File: config.mk
export PLATFORM = sky130hd
export DESIGN_NAME = instruction_fetch_controller
export DESIGN_NICKNAME = d
export VERILOG_FILES = /design/src/rtl/instruction_fetch_controller_pkg.sv /design/src/rtl/instruction_fetch_controller_fifo.sv /design/src/rtl/instruction_fetch_controller.sv
export SDC_FILE = /design/constraint.sdc
export NUM_CORES = 1
export LEC_CHECK = 0
export BUFFER_PORTS_ARGS = -buffer_cell sky130_fd_sc_hd__buf_4
export CAP_MARGIN = 15
export CORE_ASPECT_RATIO = 1.4
export CORE_MARGIN = 8
export CORE_UTILIZATION = 59
export DETAILED_ROUTE_END_ITERATION = 7
export HOLD_SLACK_MARGIN = 0.05
export PLACE_DENSITY_LB_ADDON = 0.15
export SYNTH_ARGS = -nofsm -noshare
export SYNTH_HDL_FRONTEND = slang
export SYNTH_SLANG_ARGS = --single-unit
export TNS_END_PERCENT = 1
File: constraint.sdc
create_clock -name clock -period 4.53 [get_ports clock]
set_input_delay 0.2265 -clock clock [delete_from_list [all_inputs] [get_ports clock]]
set_output_delay 0.2265 -clock clock [all_outputs]
set_load 0.02 [all_outputs]
File: src/rtl/instruction_fetch_controller_pkg.sv
// Shared types for the MIPS instruction fetch path: FSM states, FIFO entry layout
// and the PC legality check used at issue time.
package mips_fetch_pkg;

    typedef enum logic [0:0] {
        RUN   = 1'b0,
        FAULT = 1'b1
    } fetch_state_t;

    localparam int unsigned INSTR_BYTES = 4;

    typedef struct packed {
        logic [31:0] pc;
        logic [31:0] instr;
    } fetch_entry_t;

    // A PC may only be issued when word aligned and within the last legal word.
    function automatic logic pc_illegal(input logic [31:0] pc, input logic [31:0] last_word);
        logic misaligned;
        logic beyond;
        misaligned = (pc[1:0] != 2'b00);
        beyond     = (pc > last_word);
        return misaligned || beyond;
    endfunction

endpackage

File: src/rtl/instruction_fetch_controller_fifo.sv
// Two-entry skid FIFO of fetch entries. Entry 0 is always the head, so the
// decode-facing outputs come straight from flops.
module fetch_skid_fifo
    import mips_fetch_pkg::*;
(
    input  logic         clock,
    input  logic         reset,
    input  logic         push,
    input  logic         pop,
    input  logic         flush,
    input  fetch_entry_t push_entry,
    output fetch_entry_t head,
    output logic         valid,
    output logic [1:0]   count
);

    fetch_entry_t ent0_q, ent0_d;
    fetch_entry_t ent1_q, ent1_d;
    logic [1:0]   count_q, count_d;
    logic         valid_q, valid_d;
    logic         pop_ok_s;
    logic         push_ok_s;

    // Next-state for the shift-style storage: pops move entry 1 into the head slot.
    always_comb begin
        ent0_d    = ent0_q;
        ent1_d    = ent1_q;
        count_d   = count_q;
        pop_ok_s  = pop && (count_q != 2'd0);
        push_ok_s = push && ((count_q != 2'd2) || pop_ok_s);
        if (flush) begin
            count_d = 2'd0;
        end else begin
            case ({push_ok_s, pop_ok_s})
                2'b11: begin
                    if (count_q == 2'd1) begin
                        ent0_d = push_entry;
                    end else begin
                        ent0_d = ent1_q;
                        ent1_d = push_entry;
                    end
                end
                2'b10: begin
                    if (count_q == 2'd0) begin
                        ent0_d = push_entry;
                    end else begin
                        ent1_d = push_entry;
                    end
                    count_d = count_q + 2'd1;
                end
                2'b01: begin
                    ent0_d  = ent1_q;
                    count_d = count_q - 2'd1;
                end
                default: begin
                    count_d = count_q;
                end
            endcase
        end
        valid_d = (count_d != 2'd0);
    end

    // Storage and occupancy registers.
    always_ff @(posedge clock) begin
        if (reset) begin
            ent0_q  <= '0;
            ent1_q  <= '0;
            count_q <= 2'd0;
            valid_q <= 1'b0;
        end else begin
            ent0_q  <= ent0_d;
            ent1_q  <= ent1_d;
            count_q <= count_d;
            valid_q <= valid_d;
        end
    end

    assign head  = ent0_q;
    assign valid = valid_q;
    assign count = count_q;

endmodule

File: src/rtl/instruction_fetch_controller.sv
// Fetch sequencer: owns the PC, issues one word read per cycle to a 1-cycle
// registered instruction memory and hands returned words to decode.
module instruction_fetch_controller
    import mips_fetch_pkg::*;
#(
    parameter logic [31:0] RESET_PC   = 32'h0000_0000,
    parameter int unsigned MEM_BYTES  = 512,
    parameter int unsigned FIFO_DEPTH = 2
) (
    input  logic        clock,
    input  logic        reset,
    output logic [31:0] imem_addr,
    input  logic [31:0] imem_data,
    output logic        out_valid,
    input  logic        out_ready,
    output logic [31:0] out_instr,
    output logic [31:0] out_pc,
    input  logic        redirect_valid,
    input  logic [31:0] redirect_pc,
    output logic        fault,
    output logic [31:0] fetch_count
);

    localparam logic [31:0] LAST_WORD  = 32'(MEM_BYTES - INSTR_BYTES);
    localparam logic [31:0] PC_STEP    = 32'(INSTR_BYTES);
    localparam logic [2:0]  SLOT_LIMIT = 3'(FIFO_DEPTH);

    fetch_state_t state_q, state_d;
    logic [31:0]  fetch_pc_q, fetch_pc_d;
    logic         inflight_q, inflight_d;
    logic [31:0]  tag_q, tag_d;
    logic         fault_q, fault_d;
    logic [31:0]  fetch_count_q, fetch_count_d;

    logic         pop_s;
    logic         redirect_s;
    logic         issue_req_s;
    logic         push_s;
    logic         fifo_pop_s;
    logic [2:0]   occupancy_s;
    fetch_entry_t push_entry_s;
    fetch_entry_t head_s;
    logic         fifo_valid_s;
    logic [1:0]   fifo_count_s;

    // Issue, redirect, fault and transfer accounting.
    always_comb begin
        state_d       = state_q;
        fetch_pc_d    = fetch_pc_q;
        inflight_d    = 1'b0;
        tag_d         = tag_q;
        fault_d       = fault_q;
        fetch_count_d = fetch_count_q;

        pop_s       = fifo_valid_s && out_ready;
        redirect_s  = redirect_valid && (state_q == RUN);
        occupancy_s = {1'b0, fifo_count_s} + {2'b00, inflight_q};
        issue_req_s = (state_q == RUN) && !redirect_s && ((occupancy_s < SLOT_LIMIT) || pop_s);
        // A redirect squashes the word returning this cycle along with the buffer.
        push_s      = inflight_q && !redirect_s;
        fifo_pop_s  = pop_s && !redirect_s;

        if (fifo_pop_s) begin
            fetch_count_d = fetch_count_q + 32'd1;
        end else begin
            fetch_count_d = fetch_count_q;
        end

        case (state_q)
            RUN: begin
                if (redirect_s) begin
                    fetch_pc_d = redirect_pc;
                end else if (issue_req_s) begin
                    if (pc_illegal(fetch_pc_q, LAST_WORD)) begin
                        state_d = FAULT;
                        fault_d = 1'b1;
                    end else begin
                        inflight_d = 1'b1;
                        tag_d      = fetch_pc_q;
                        fetch_pc_d = fetch_pc_q + PC_STEP;
                    end
                end else begin
                    inflight_d = 1'b0;
                end
            end
            FAULT: begin
                inflight_d = 1'b0;
            end
            default: begin
                state_d = FAULT;
                fault_d = 1'b1;
            end
        endcase
    end

    // Control and PC registers.
    always_ff @(posedge clock) begin
        if (reset) begin
            state_q       <= RUN;
            fetch_pc_q    <= RESET_PC;
            inflight_q    <= 1'b0;
            tag_q         <= 32'h0000_0000;
            fault_q       <= 1'b0;
            fetch_count_q <= 32'h0000_0000;
        end else begin
            state_q       <= state_d;
            fetch_pc_q    <= fetch_pc_d;
            inflight_q    <= inflight_d;
            tag_q         <= tag_d;
            fault_q       <= fault_d;
            fetch_count_q <= fetch_count_d;
        end
    end

    assign push_entry_s = '{pc: tag_q, instr: imem_data};

    fetch_skid_fifo u_skid (
        .clock      (clock),
        .reset      (reset),
        .push       (push_s),
        .pop        (fifo_pop_s),
        .flush      (redirect_s),
        .push_entry (push_entry_s),
        .head       (head_s),
        .valid      (fifo_valid_s),
        .count      (fifo_count_s)
    );

    assign imem_addr   = fetch_pc_q;
    assign out_valid   = fifo_valid_s;
    assign out_instr   = head_s.instr;
    assign out_pc      = head_s.pc;
    assign fault       = fault_q;
    assign fetch_count = fetch_count_q;

endmodule
==> impl_metrics.prom, run 1 <==
# TYPE chip_impl_metric gauge
chip_impl_metric{name="core.rowCount",unit=""} 55
chip_impl_metric{name="tritoncts.num_buffers",unit=""} 22
chip_impl_metric{name="grt_pass1_vias",unit=""} 8801
chip_impl_metric{name="drv.max_cap_violation_count",unit=""} 0
chip_impl_metric{name="timing.critical_path.arrival",unit="ns"} 3.05
chip_impl_metric{name="fin_crit",unit="ns"} 2.70
chip_impl_metric{name="final_antenna_net_count",unit=""} 0
chip_impl_metric{name="pre_cts_slack",unit="ns"} 1.86
chip_impl_metric{name="setup-tns-final",unit="ns"} 0
chip_impl_metric{name="synthArstFlopShare",unit=""} 0
chip_impl_metric{name="crit_path_max_incr_delay",unit="ns"} 0.73
chip_impl_info{name="clk_root_buffer_cell",value="clkbuf_16"} 1
chip_impl_metric{name="syn_inst",unit=""} 1152
chip_impl_metric{name="slew-limit-headroom",unit=""} 0.295
chip_impl_metric{name="syn_to_final_growth",unit="%"} 29.3
chip_impl_info{name="synthFlopType",value="dfxtp_1"} 1
chip_impl_metric{name="maximum_number_of_pins_on_one_net_before_global_route_repair",unit=""} 91
chip_impl_metric{name="final.setup.worst_slack",unit="ns"} 1.83
chip_impl_metric{name="dr_total_vias",unit=""} 9102
chip_impl_metric{name="multi_input_area",unit="mm²"} 0.00432
chip_impl_metric{name="finalCoreUtilization",unit=""} 0.772
chip_impl_info{name="outcome",value="finished, final reports clean"} 1
chip_impl_metric{name="synth_simple_gate_area_frac",unit=""} 0.256
chip_impl_info{name="clock_tree_from_tritoncts",value="yes"} 1
chip_impl_metric{name="drive_gt1_frac",unit=""} 0.203
chip_impl_metric{name="worstPathMaxFanout",unit=""} 44
chip_impl_metric{name="fmax",unit="GHz"} 0.370
chip_impl_metric{name="cts.sink_count",unit=""} 230
chip_impl_info{name="timing_worst_setup_path_type",value="reg -> reg"} 1
chip_impl_metric{name="postSynthAreaPerCell",unit="µm²"} 8.31
chip_impl_metric{name="syn-num-nets",unit=""} 1225
chip_impl_metric{name="routed_via_density",unit=""} 5.86
chip_impl_metric{name="post_cts_resized",unit=""} 0
chip_impl_metric{name="wire_length_of_the_first_global_routing_pass",unit="µm"} 42600
chip_impl_metric{name="cts.htree.levels",unit=""} 1
chip_impl_metric{name="clock_skew",unit="ns"} 0.0110
chip_impl_info{name="worstHoldEndpoint",value="imem_addr[6]"} 1
chip_impl_metric{name="globalplace.congestion",unit=""} 0.808
chip_impl_metric{name="dp.cells",unit=""} 1456
chip_impl_metric{name="ys_ff_latch",unit=""} 230
chip_impl_info{name="critical_path.reg2reg.endpoint",value="u_skid.head[10]"} 1
chip_impl_metric{name="final_nets",unit=""} 1414
chip_impl_metric{name="r2r_slack",unit="ns"} 1.83
chip_impl_info{name="setup.worst_path.end_class",value="flip-flop"} 1
chip_impl_metric{name="yosysWarningCount",unit=""} 0
chip_impl_info{name="min-delay-path-class",value="in -> reg"} 1
chip_impl_metric{name="proportion_of_synthesized_area_in_mux_cells",unit=""} 0.0254
chip_impl_metric{name="number_of_hold_violations_in_the_final_report",unit=""} 0
chip_impl_metric{name="ys_types",unit=""} 53
chip_impl_info{name="hold_path_startpoint",value="redirect_pc[6]"} 1
chip_impl_metric{name="clk_latency",unit="ns"} 0.50
chip_impl_metric{name="floorplan.initialDensity",unit=""} 0.597
chip_impl_metric{name="power.ir.vdd_worst",unit="mV"} 0.341
chip_impl_metric{name="report.final.slew_viol_count",unit=""} 0
chip_impl_metric{name="p_leak",unit="nW"} 4.59
chip_impl_metric{name="die-area",unit="mm²"} 0.0206
chip_impl_metric{name="die_width",unit="µm"} 124
chip_impl_metric{name="p_per_area",unit="mW/mm²"} 346
chip_impl_metric{name="global_route.usage.total",unit=""} 0.246
chip_impl_metric{name="detail_route.iter0.violations",unit=""} 633
chip_impl_metric{name="buffer_ports.inserted",unit=""} 197
chip_impl_metric{name="timing.critical_path.required",unit="ns"} 4.88
chip_impl_info{name="grt_setup_unrepaired",value="no"} 1
chip_impl_metric{name="count_of_non_filler_cells_in_the_finished_layout",unit=""} 1553
chip_impl_metric{name="worst-r2r-cell-count",unit=""} 7
chip_impl_metric{name="post-route-drc-count",unit=""} 0
chip_impl_metric{name="path_clk_slew",unit="ns"} 0.06
chip_impl_metric{name="register_area",unit="mm²"} 0.00460
chip_impl_metric{name="synth_area",unit="mm²"} 0.00957
chip_impl_info{name="worstSetupStartpointType",value="flip-flop"} 1
chip_impl_metric{name="drt_first_pass_iters",unit=""} 5
chip_impl_metric{name="die_h",unit="µm"} 167
chip_impl_info{name="crit_chain",value="inv_1 -> ha_1 -> nand3b_1 -> a21oi_1 -> or2_2 -> buf_4 -> o221ai_1"} 1
chip_impl_metric{name="antenna_cells_inserted",unit=""} 0
chip_impl_info{name="cpMaxStageDelayCell",value="or2_2"} 1
chip_impl_metric{name="antenna_found_initial",unit=""} 0
chip_impl_metric{name="min_path_cells",unit=""} 3
chip_impl_metric{name="synth-edff-count",unit=""} 0
chip_impl_info{name="r2r_start",value="u_skid.count[0]"} 1
chip_impl_metric{name="route.final.wire_length",unit="µm"} 26400
chip_impl_metric{name="gr-total-overflow",unit=""} 0
chip_impl_metric{name="core",unit="mm²"} 0.0160
chip_impl_metric{name="part_of_the_yosys_area_used_for_sequential_elements",unit=""} 0.481
chip_impl_metric{name="place_hpwl",unit="µm"} 15500
chip_impl_metric{name="synth_compound_gate_area_share",unit=""} 0.150
chip_impl_metric{name="part_of_the_cycle_the_worst_path_needs",unit=""} 0.596
chip_impl_metric{name="design.portCount",unit=""} 198
chip_impl_metric{name="n_fill_cell",unit=""} 1129
chip_impl_metric{name="post_synth_xor_area_fraction",unit=""} 0.00824
chip_impl_metric{name="power.total",unit="mW"} 4.29
chip_impl_info{name="synth_top_family_by_area",value="simple AND/OR/NAND/NOR gates"} 1
chip_impl_metric{name="tightest_slew",unit="ns"} 1.05
chip_impl_metric{name="cts_buffer_depth",unit=""} 3
chip_impl_metric{name="finish.instance_area",unit="mm²"} 0.0124
chip_impl_metric{name="placedInstanceArea",unit="mm²"} 0.0110
chip_impl_metric{name="holdWs",unit="ns"} 0.0786
chip_impl_metric{name="setup_viol",unit=""} 0
chip_impl_metric{name="synth_adder_area_share",unit=""} 0.00654
chip_impl_metric{name="wl_per_cell",unit="µm"} 17.0
==> timing repair <==
item,CTS,global route
buffers inserted,0,0
hold endpoints to repair,91,0
hold buffers,59,0
==> report_power, final <==
part | switching (mW) | total, mW | internal [mW] | leakage, nW
Clock | 0.747 | 1.90 | 1.16 | 0.377
Combinational | 0.183 | 0.315 | 0.132 | 2.36
Sequential | 0.0247 | 2.07 | 2.04 | 1.86
==> sequential cells by signal, summed over array words and instances, names as in the netlist <==
signal,count
inflight_q,1
fault,1
state_q,1
fetch_count,32
u_skid.valid,1
tag_q,32
u_skid.ent1_q,64
u_skid.count,2
u_skid.head,64
imem_addr,32
==> Yosys cell counts, types with 7 or more instances <==
library cell	n	share of area
xnor2_1	9	0.0082
nor2_1	43	0.017
o31ai_1	14	0.011
nor4_1	20	0.013
buf_1	16	0.0063
and2_1	27	0.018
mux2_2	13	0.015
clkbuf_1	80	0.031
a21oi_1	105	0.055
o221ai_1	64	0.059
nand3_1	12	0.0063
nand2_1	247	0.097
nand4_1	85	0.056
and4_1	7	0.0064
nor2b_1	19	0.012
dfxtp_1	230	0.48
inv_1	72	0.028
==> routing by layer <==
metal / share of wire / vias to the layer above / routed length, µm / global-route usage
li1: - / 4404 / - / -
met4: 0.025 / 0 / 659 / 0.0836
met2: 0.52 / 316 / 13800 / 0.438
met3: 0.072 / 44 / 1910 / 0.0487
met5: 0 / - / 0 / 0
met1: 0.38 / 4338 / 10000 / 0.280
==> worst max-delay path by stage <==
stage / from / end / depth (start not counted)
after detailed placement: u_skid.count[0] / u_skid.head[42] / 7
after floorplan: fetch_count[0] / fetch_count[28] / 7
after global placement: u_skid.count[0] / u_skid.head[11] / 7
final: u_skid.count[0] / u_skid.head[10] / 7
after CTS: u_skid.count[0] / u_skid.head[36] / 7
after global routing: u_skid.count[1] / u_skid.head[34] / 7
==> logic make-up after synthesis <==
family,after synthesis
buffers and inverters,177
muxes,22
adders and majority gates,5
DFF,230
AOI/OAI and AO/OA,212
xor gates and xnor gates,9
and+or+nand+nor,497
==> layout by cell type (no fill, tap or decap), types with 9 or more instances in the layout <==
cell,instances
nand2_1,247
dfxtp_1,230
buf_4,210
a21oi_1,105
nand4_1,85
inv_1,72
o221ai_1,64
dlygate4sd3_1,59
nor2_1,43
and2_1,26
clkbuf_16,23
nor4_1,20
nor2b_1,18
o31ai_1,13
mux2_2,13
nand3_1,12
xnor2_1,9
==> worst max-delay path, delay by kind of cell, from the launching register on <==
kind	cells	cell delay, ns
flops	1	0.39
buf+inv	2	0.48
compound gates	2	0.35
fa+ha+maj	1	0.23
simple gates	2	1.07
==> final cells by class <==
| cell class | instances | area share |
|---|---|---|
| Tap cell | 199 | 0.0201 |
| Clock buffer | 29 | 0.0516 |
| Clock inverter | 8 | 0.00930 |
| Sequential cell | 230 | 0.372 |
| Multi-Input combinational cell | 745 | 0.349 |
| Timing Repair Buffer | 270 | 0.176 |
| Inverter | 72 | 0.0218 |
Power figures use the tool's default switching activity.
==> inputs of run 2 (changes only) <==
- CORE_UTILIZATION: 59 -> 55
- clock period: 4.53 -> 2.6 ns (I/O delays scaled with it)
==> run 2 against run 1 <==
Die area increased by 6.4%. Global-route usage decreased by 0.74 points. Routed wire length increased by 1.3%. Non-clock buffer count increased by 15. Count of clock-buffer cells in the layout increased by 2. Via count decreased by 0.56%. First-iteration DRC count decreased by 3.6%.
==> impl_metrics.prom, run 2 (synthesis results as in run 1) <==
# TYPE chip_impl_metric gauge
chip_impl_info{name="outcome",value="finished, final reports clean"} 1
chip_impl_metric{name="cts_buffer_depth",unit=""} 3
chip_impl_info{name="worstHoldEndpoint",value="imem_addr[5]"} 1
chip_impl_metric{name="dp.cells",unit=""} 1503
chip_impl_metric{name="power.ir.vdd_worst",unit="mV"} 0.546
chip_impl_info{name="crit_start",value="u_skid.count[1]"} 1
chip_impl_metric{name="cts.htree.levels",unit=""} 1
chip_impl_metric{name="syn_to_final_growth",unit="%"} 32.8
chip_impl_metric{name="setup-tns-final",unit="ns"} 0
chip_impl_metric{name="die_h",unit="µm"} 172
chip_impl_metric{name="post_cts_resized",unit=""} 0
chip_impl_metric{name="met1Wirelength",unit="µm"} 10500
chip_impl_metric{name="placedInstanceArea",unit="mm²"} 0.0112
chip_impl_metric{name="place_hpwl",unit="µm"} 15900
chip_impl_metric{name="wire_length_of_the_first_global_routing_pass",unit="µm"} 44000
chip_impl_metric{name="min_path_cells",unit=""} 5
chip_impl_metric{name="slew-limit-headroom",unit=""} 0.483
chip_impl_metric{name="drt_first_pass_iters",unit=""} 5
chip_impl_metric{name="routed-wl-met2",unit="µm"} 13600
chip_impl_metric{name="p_leak",unit="nW"} 4.71
chip_impl_metric{name="setup_viol",unit=""} 0
chip_impl_metric{name="pre_cts_slack",unit="ns"} 0.303
chip_impl_metric{name="routed_via_density",unit=""} 5.63
chip_impl_metric{name="clock_skew",unit="ns"} 0.00780
chip_impl_metric{name="cts.sink_count",unit=""} 230
chip_impl_metric{name="path_clk_slew",unit="ns"} 0.06
chip_impl_metric{name="detailroute.wirelength.met3",unit="µm"} 1900
chip_impl_metric{name="number_of_setup_buffers_added_after_cts",unit=""} 0
chip_impl_info{name="worstSetupStartpointType",value="flip-flop"} 1
chip_impl_metric{name="die-area",unit="mm²"} 0.0219
chip_impl_metric{name="maximum_number_of_pins_on_one_net_before_global_route_repair",unit=""} 92
chip_impl_info{name="r2r_start",value="u_skid.count[1]"} 1
chip_impl_metric{name="final_antenna_net_count",unit=""} 0
chip_impl_metric{name="die_width",unit="µm"} 127
chip_impl_metric{name="fmax",unit="GHz"} 0.426
chip_impl_metric{name="final.setup.worst_slack",unit="ns"} 0.254
chip_impl_metric{name="drive_gt1_frac",unit=""} 0.209
chip_impl_metric{name="timing.critical_path.arrival",unit="ns"} 2.76
chip_impl_info{name="grt_setup_unrepaired",value="no"} 1
chip_impl_metric{name="part_of_the_cycle_the_worst_path_needs",unit=""} 0.902
chip_impl_metric{name="worst-r2r-cell-count",unit=""} 7
chip_impl_metric{name="crit_path_max_incr_delay",unit="ns"} 0.62
chip_impl_metric{name="post-route-drc-count",unit=""} 0
chip_impl_metric{name="r2r_slack",unit="ns"} 0.25
chip_impl_info{name="setup.worst_path.end_class",value="flip-flop"} 1
chip_impl_metric{name="clk_latency",unit="ns"} 0.50
chip_impl_metric{name="timing.critical_path.required",unit="ns"} 3.02
chip_impl_metric{name="core.rowCount",unit=""} 57
chip_impl_metric{name="detail_route.iter0.violations",unit=""} 610
chip_impl_metric{name="final_nets",unit=""} 1430
chip_impl_info{name="mostFrequentLayoutCells",value="247 x nand2_1, 230 x dfxtp_1, 212 x buf_4"} 1
chip_impl_info{name="crit_chain",value="inv_1 -> ha_1 -> nand3b_1 -> o31ai_4 -> buf_4 -> nand4_1 -> o221ai_1"} 1
chip_impl_info{name="topRoutingLayerUsed",value="met4"} 1
chip_impl_metric{name="route.final.wire_length",unit="µm"} 26700
chip_impl_metric{name="report.final.slew_viol_count",unit=""} 0
chip_impl_metric{name="buffer_ports.inserted",unit=""} 197
chip_impl_metric{name="finalCoreUtilization",unit=""} 0.739
chip_impl_metric{name="gr-total-overflow",unit=""} 0
chip_impl_metric{name="antenna_found_initial",unit=""} 0
chip_impl_info{name="cpMaxStageDelayCell",value="buf_4"} 1
chip_impl_metric{name="tritoncts.num_buffers",unit=""} 23
chip_impl_metric{name="holdWs",unit="ns"} 0.139
chip_impl_metric{name="floorplan.initialDensity",unit=""} 0.557
chip_impl_info{name="clock_tree_from_tritoncts",value="yes"} 1
chip_impl_info{name="most_frequent_standard_cell_in_the_layout_excluding_fill_and_tap_cells",value="nand2_1"} 1
chip_impl_metric{name="grt_pass1_vias",unit=""} 8967
chip_impl_metric{name="finish.instance_area",unit="mm²"} 0.0127
chip_impl_metric{name="number_of_hold_violations_in_the_final_report",unit=""} 0
chip_impl_info{name="clk_root_buffer_cell",value="clkbuf_16"} 1
chip_impl_info{name="critical_path.reg2reg.endpoint",value="u_skid.head[11]"} 1
chip_impl_metric{name="p_per_area",unit="mW/mm²"} 609
chip_impl_info{name="hold_path_startpoint",value="redirect_valid"} 1
chip_impl_metric{name="power.total",unit="mW"} 7.74
chip_impl_metric{name="globalplace.congestion",unit=""} 0.823
chip_impl_metric{name="count_of_non_filler_cells_in_the_finished_layout",unit=""} 1609
chip_impl_metric{name="core",unit="mm²"} 0.0172
chip_impl_metric{name="antenna_cells_inserted",unit=""} 0
chip_impl_metric{name="tightest_slew",unit="ns"} 0.776
chip_impl_metric{name="dr_total_vias",unit=""} 9051
chip_impl_metric{name="design.portCount",unit=""} 198
chip_impl_info{name="min-delay-path-class",value="in -> reg"} 1
chip_impl_metric{name="wl_per_cell",unit="µm"} 16.6
chip_impl_metric{name="fin_crit",unit="ns"} 2.35
chip_impl_info{name="timing_worst_setup_path_type",value="reg -> reg"} 1
chip_impl_metric{name="drv.max_cap_violation_count",unit=""} 0
chip_impl_metric{name="global_route.usage.total",unit=""} 0.238
chip_impl_metric{name="worstPathMaxFanout",unit=""} 64
-- run 2: changes by cell type in the layout (fill, tap and decap cells not counted), sizes merged --
cell | before | now
buf | 211 | 220
dlygate4sd3 | 59 | 65
clkbuf | 29 | 31
clkinv | 5 | 3
clkinvlp | 0 | 2
bufinv | 3 | 4
inv | 72 | 73
-- run 2: power by group --
part | switching [mW] | total [mW] | internal [mW]
clock network | 1.38 | 3.55 | 2.18
logic | 0.328 | 0.586 | 0.258
registers | 0.0446 | 3.61 | 3.56
total | 1.75 | 7.74 | 6.00
-- run 2: what timing repair did --
item                                   in CTS  in global routing
endpoints found under the hold margin     111                  0
setup endpoints to repair                   0                  0
hold buffers                               65                  0
-- run 2: cell type report --
type                       instances  area, µm²
clock buffer                      31        656
clock inverter                    10        165
multi-input combinational        745       4320
fill                            1276       4480
sequential                       230       4600
tap                              236        295
inverter                          72        270
timing repair buffer             285       2400
-- run 2: worst max-delay path by stage --
stage | endpoint | cells past startpoint | slack, ns
final | u_skid.head[11] | 7 | 0.25
after detailed placement | u_skid.head[61] | 7 | 0.30
after global routing | u_skid.head[23] | 7 | 0.12
after CTS | u_skid.head[11] | 7 | 0.28
after floorplan | fetch_count[28] | 7 | 0.55
after global placement | u_skid.head[10] | 7 | 0.36
-- run 2: per-layer routing --
layer / vias to the layer above / track usage
li1: 4441 / -
met1: 4279 / 0.265
met2: 283 / 0.434
met3: 48 / 0.0565
met4: 0 / 0.0867
met5: - / 0
-- run 2: worst max-delay path: cells and delay by family, from the launching register on --
kind                       cells  cell delay, ns
and+or+nand+nor                2            0.52
AOI/OAI and AO/OA              2            0.36
DFF                            1            0.41
buffers and inverters          2            0.71
adders and majority gates      1            0.21
==> inputs of run 3 (changes only) <==
- SYNTH_HIERARCHICAL: not set -> 1
==> run 3 against run 2 <==
First-iteration DRC count decreased by 2.6%. Sequential power about the same. Sequential share of layout area decreased by 1.1 points. Non-clock buffer count decreased by 2. Utilization decreased by 2.7 points. Global-route usage decreased by 0.44 points. Cell area increased by 3.0%. Synthesized cell count increased by 1.4%. Critical path type unchanged. Largest power group unchanged.
==> impl_metrics.prom, run 3 <==
# TYPE chip_impl_metric gauge
chip_impl_info{name="outcome",value="finished, final reports clean"} 1
chip_impl_info{name="clock_tree_from_tritoncts",value="yes"} 1
chip_impl_metric{name="fmax",unit="GHz"} 0.454
chip_impl_info{name="setup.worst_path.end_class",value="flip-flop"} 1
chip_impl_metric{name="yosysWarningCount",unit=""} 6
chip_impl_metric{name="ys_types",unit=""} 51
chip_impl_metric{name="synthArstFlopShare",unit=""} 0
chip_impl_info{name="most_common_cell_in_the_netlist",value="nand2_1"} 1
chip_impl_metric{name="drive_gt1_frac",unit=""} 0.247
chip_impl_metric{name="gr-total-overflow",unit=""} 0
chip_impl_metric{name="setup-tns-final",unit="ns"} 0
chip_impl_metric{name="die-area",unit="mm²"} 0.0231
chip_impl_metric{name="number_of_hold_violations_in_the_final_report",unit=""} 0
chip_impl_metric{name="pwr-share-clk",unit=""} 0.445
chip_impl_metric{name="p_sw_frac",unit=""} 0.231
chip_impl_metric{name="synth_simple_gate_area_frac",unit=""} 0.204
chip_impl_metric{name="antenna_found_initial",unit=""} 0
chip_impl_metric{name="number_of_setup_buffers_added_after_cts",unit=""} 0
chip_impl_metric{name="setup_viol",unit=""} 0
chip_impl_metric{name="count_of_non_filler_cells_in_the_finished_layout",unit=""} 1637
chip_impl_metric{name="syn_inst",unit=""} 1168
chip_impl_metric{name="grt_pass1_vias",unit=""} 9262
chip_impl_metric{name="internal_power",unit="mW"} 5.76
chip_impl_metric{name="route.final.wire_length",unit="µm"} 28100
chip_impl_metric{name="post-route-drc-count",unit=""} 0
chip_impl_metric{name="detail_route.iter0.violations",unit=""} 594
chip_impl_metric{name="synth-edff-count",unit=""} 0
chip_impl_info{name="worstSetupStartpointType",value="flip-flop"} 1
chip_impl_metric{name="n_fill_cell",unit=""} 1474
chip_impl_metric{name="drt_first_pass_iters",unit=""} 5
chip_impl_metric{name="wire_length_of_the_first_global_routing_pass",unit="µm"} 45100
chip_impl_metric{name="globalplace.congestion",unit=""} 0.778
chip_impl_info{name="min-delay-path-class",value="in -> reg"} 1
chip_impl_metric{name="core",unit="mm²"} 0.0184
chip_impl_metric{name="cts.sink_count",unit=""} 230
chip_impl_metric{name="postSynthAreaPerCell",unit="µm²"} 8.70
chip_impl_metric{name="synth_compound_gate_area_share",unit=""} 0.179
chip_impl_metric{name="dp.cells",unit=""} 1531
chip_impl_metric{name="synth_top_area_frac",unit=""} 0.453
chip_impl_metric{name="report.final.slew_viol_count",unit=""} 0
chip_impl_metric{name="part_of_the_cycle_the_worst_path_needs",unit=""} 0.846
chip_impl_metric{name="synth_adder_area_share",unit=""} 0.00616
chip_impl_info{name="timing_worst_setup_path_type",value="reg -> reg"} 1
chip_impl_metric{name="core.rowCount",unit=""} 59
chip_impl_metric{name="global_route.usage.total",unit=""} 0.234
chip_impl_metric{name="post_synth_xor_area_fraction",unit=""} 0.0207
chip_impl_metric{name="proportion_of_synthesized_area_in_mux_cells",unit=""} 0.0830
chip_impl_info{name="most_frequent_standard_cell_in_the_layout_excluding_fill_and_tap_cells",value="nand2_1"} 1
chip_impl_metric{name="seqPwrFrac",unit=""} 0.483
chip_impl_metric{name="power.ir.vdd_worst",unit="mV"} 0.560
chip_impl_metric{name="final_nets",unit=""} 1450
chip_impl_metric{name="routed_via_density",unit=""} 5.73
chip_impl_metric{name="dr_total_vias",unit=""} 9386
chip_impl_metric{name="drv.max_cap_violation_count",unit=""} 0
chip_impl_metric{name="placedInstanceArea",unit="mm²"} 0.0117
chip_impl_metric{name="antenna_cells_inserted",unit=""} 0
chip_impl_metric{name="die_h",unit="µm"} 177
chip_impl_metric{name="p_leak",unit="nW"} 4.79
chip_impl_metric{name="cts.htree.levels",unit=""} 1
chip_impl_metric{name="buffer_ports.inserted",unit=""} 197
chip_impl_metric{name="syn-num-nets",unit=""} 1241
chip_impl_metric{name="worstPathMaxFanout",unit=""} 45
chip_impl_metric{name="switchingPower",unit="mW"} 1.73
chip_impl_metric{name="timing.critical_path.required",unit="ns"} 3.00
chip_impl_metric{name="register_area",unit="mm²"} 0.00460
chip_impl_metric{name="path_clk_slew",unit="ns"} 0.06
chip_impl_info{name="synthFlopType",value="dfxtp_1"} 1
chip_impl_metric{name="cts_buffer_depth",unit=""} 3
chip_impl_info{name="yosysTopAreaCell",value="dfxtp_1"} 1
chip_impl_metric{name="finish.instance_area",unit="mm²"} 0.0131
chip_impl_metric{name="floorplan.initialDensity",unit=""} 0.553
chip_impl_metric{name="clk_latency",unit="ns"} 0.51
chip_impl_metric{name="tightest_slew",unit="ns"} 0.826
chip_impl_metric{name="ys_ff_latch",unit=""} 230
chip_impl_metric{name="part_of_the_yosys_area_used_for_sequential_elements",unit=""} 0.453
chip_impl_metric{name="fin_crit",unit="ns"} 2.20
chip_impl_metric{name="slew-limit-headroom",unit=""} 0.449
chip_impl_metric{name="tritoncts.num_buffers",unit=""} 23
chip_impl_metric{name="timing.critical_path.arrival",unit="ns"} 2.60
chip_impl_metric{name="design.portCount",unit=""} 198
chip_impl_info{name="synth_top_family_by_area",value="simple AND/OR/NAND/NOR gates"} 1
chip_impl_info{name="mostFrequentLayoutCells",value="254 x nand2_1, 230 x dfxtp_1, 212 x buf_4"} 1
chip_impl_metric{name="synth_area",unit="mm²"} 0.0102
chip_impl_metric{name="place_hpwl",unit="µm"} 16200
chip_impl_metric{name="clock_skew",unit="ns"} 0.0113
chip_impl_metric{name="multi_input_area",unit="mm²"} 0.00505
chip_impl_info{name="grt_setup_unrepaired",value="no"} 1
chip_impl_metric{name="die_width",unit="µm"} 131
chip_impl_metric{name="final_antenna_net_count",unit=""} 0
chip_impl_metric{name="maximum_number_of_pins_on_one_net_before_global_route_repair",unit=""} 109
chip_impl_info{name="clk_root_buffer_cell",value="clkbuf_16"} 1
chip_impl_metric{name="power_frac_comb",unit=""} 0.072
chip_impl_info{name="synth_area_leaders",value="dfxtp_1 45%, nand2_1 9.4%, mux2_2 7.3%"} 1
chip_impl_info{name="netlist_top_cells_count",value="254 x nand2_1, 230 x dfxtp_1, 107 x nor2_1, 104 x a21oi_1, 67 x a311oi_1"} 1
chip_impl_metric{name="syn_to_final_growth",unit="%"} 28.9
chip_impl_metric{name="wl_per_cell",unit="µm"} 17.2
chip_impl_metric{name="p_per_area",unit="mW/mm²"} 572
[run 3: cell count changes in the layout (fill, tap and decap cells not counted), moves of 18 or more]
| cell | previous run | this run |
|---|---|---|
| nor2b_1 | 18 | 0 |
| mux2_2 | 13 | 66 |
| o221ai_1 | 64 | 0 |
| a311oi_1 | 0 | 67 |
| a32oi_1 | 0 | 64 |
| nand4_1 | 85 | 13 |
| nor2_1 | 43 | 107 |
| inv_1 | 72 | 6 |
[run 3: logic make-up (layout without fill, tap and decap cells)]
logic type	after synthesis	in the layout
compound gates	257	257
xor+xnor	24	24
fa+ha+maj	5	5
buf+inv	107	332
flops	230	230
mux	76	76
simple gates	469	469
[run 3: through the flow]
| stage | utilization | hold WS (ns) | power, mW | setup WS, ns |
|---|---|---|---|---|
| finish | 0.712 | 0.140 | 7.49 | 0.399 |
| global route | 0.712 | 0.170 | 7.73 | 0.211 |
| CTS | 0.712 | 0.137 | 7.53 | 0.184 |
| detailed placement | 0.636 | 0.386 | 4.14 | 0.228 |
| global placement | 0.636 | 0.377 | 4.14 | 0.420 |
| floorplan | - | 0.266 | 3.92 | 0.623 |
[run 3: timing repair]
action	in CTS	in global routing
resized for setup	0	1
endpoints found under the setup margin	0	1
hold buffers	65	0
hold endpoints to repair	87	0
[run 3: worst paths after layout]
check                              from         endpoint  slack [ns]  cells past startpoint
worst max-delay path            state_q  u_skid/head[27]        0.40                      9
worst max register to register  state_q  u_skid/head[27]        0.40                      9
worst min register to register    fault            fault        0.45                      2
worst min-delay path              reset   fetch_count[9]        0.14                      2
[run 3: cell type report]
| class | instances | share of cell area |
|---|---|---|
| clock buffers | 28 | 0.0454 |
| clock inverters | 13 | 0.0115 |
| inverters | 8 | 0.00248 |
| multi-input cells | 831 | 0.386 |
| flip-flops and latches | 230 | 0.352 |
| well taps | 244 | 0.0233 |
| repair buffers | 283 | 0.180 |
[run 3: routing by layer]
| metal | track usage | part of all wire |
|---|---|---|
| met5 | 0 | 0 |
| met4 | 0.0879 | 0.026 |
| met3 | 0.0510 | 0.075 |
| met2 | 0.409 | 0.50 |
| met1 | 0.272 | 0.40 |
[run 3: power groups by stage]
stage / Sequential, mW / Combinational (mW) / Clock (mW)
floorplan: 3.74 / 0.181 / 0
global placement: 3.69 / 0.446 / 0
detailed placement: 3.69 / 0.450 / 0
CTS: 3.61 / 0.531 / 3.39
global route: 3.62 / 0.577 / 3.53
finish: 3.62 / 0.537 / 3.34
[run 3: critical path, cell delays in order (launching register included)]
cell	delay [ns]
dfxtp_1	0.35
inv_2	0.06
nand2_4	0.08
inv_4	0.07
nor2b_2	0.31
nand3b_1	0.18
a21oi_4	0.21
buf_4	0.42
nor2_1	0.09
a311oi_1	0.30
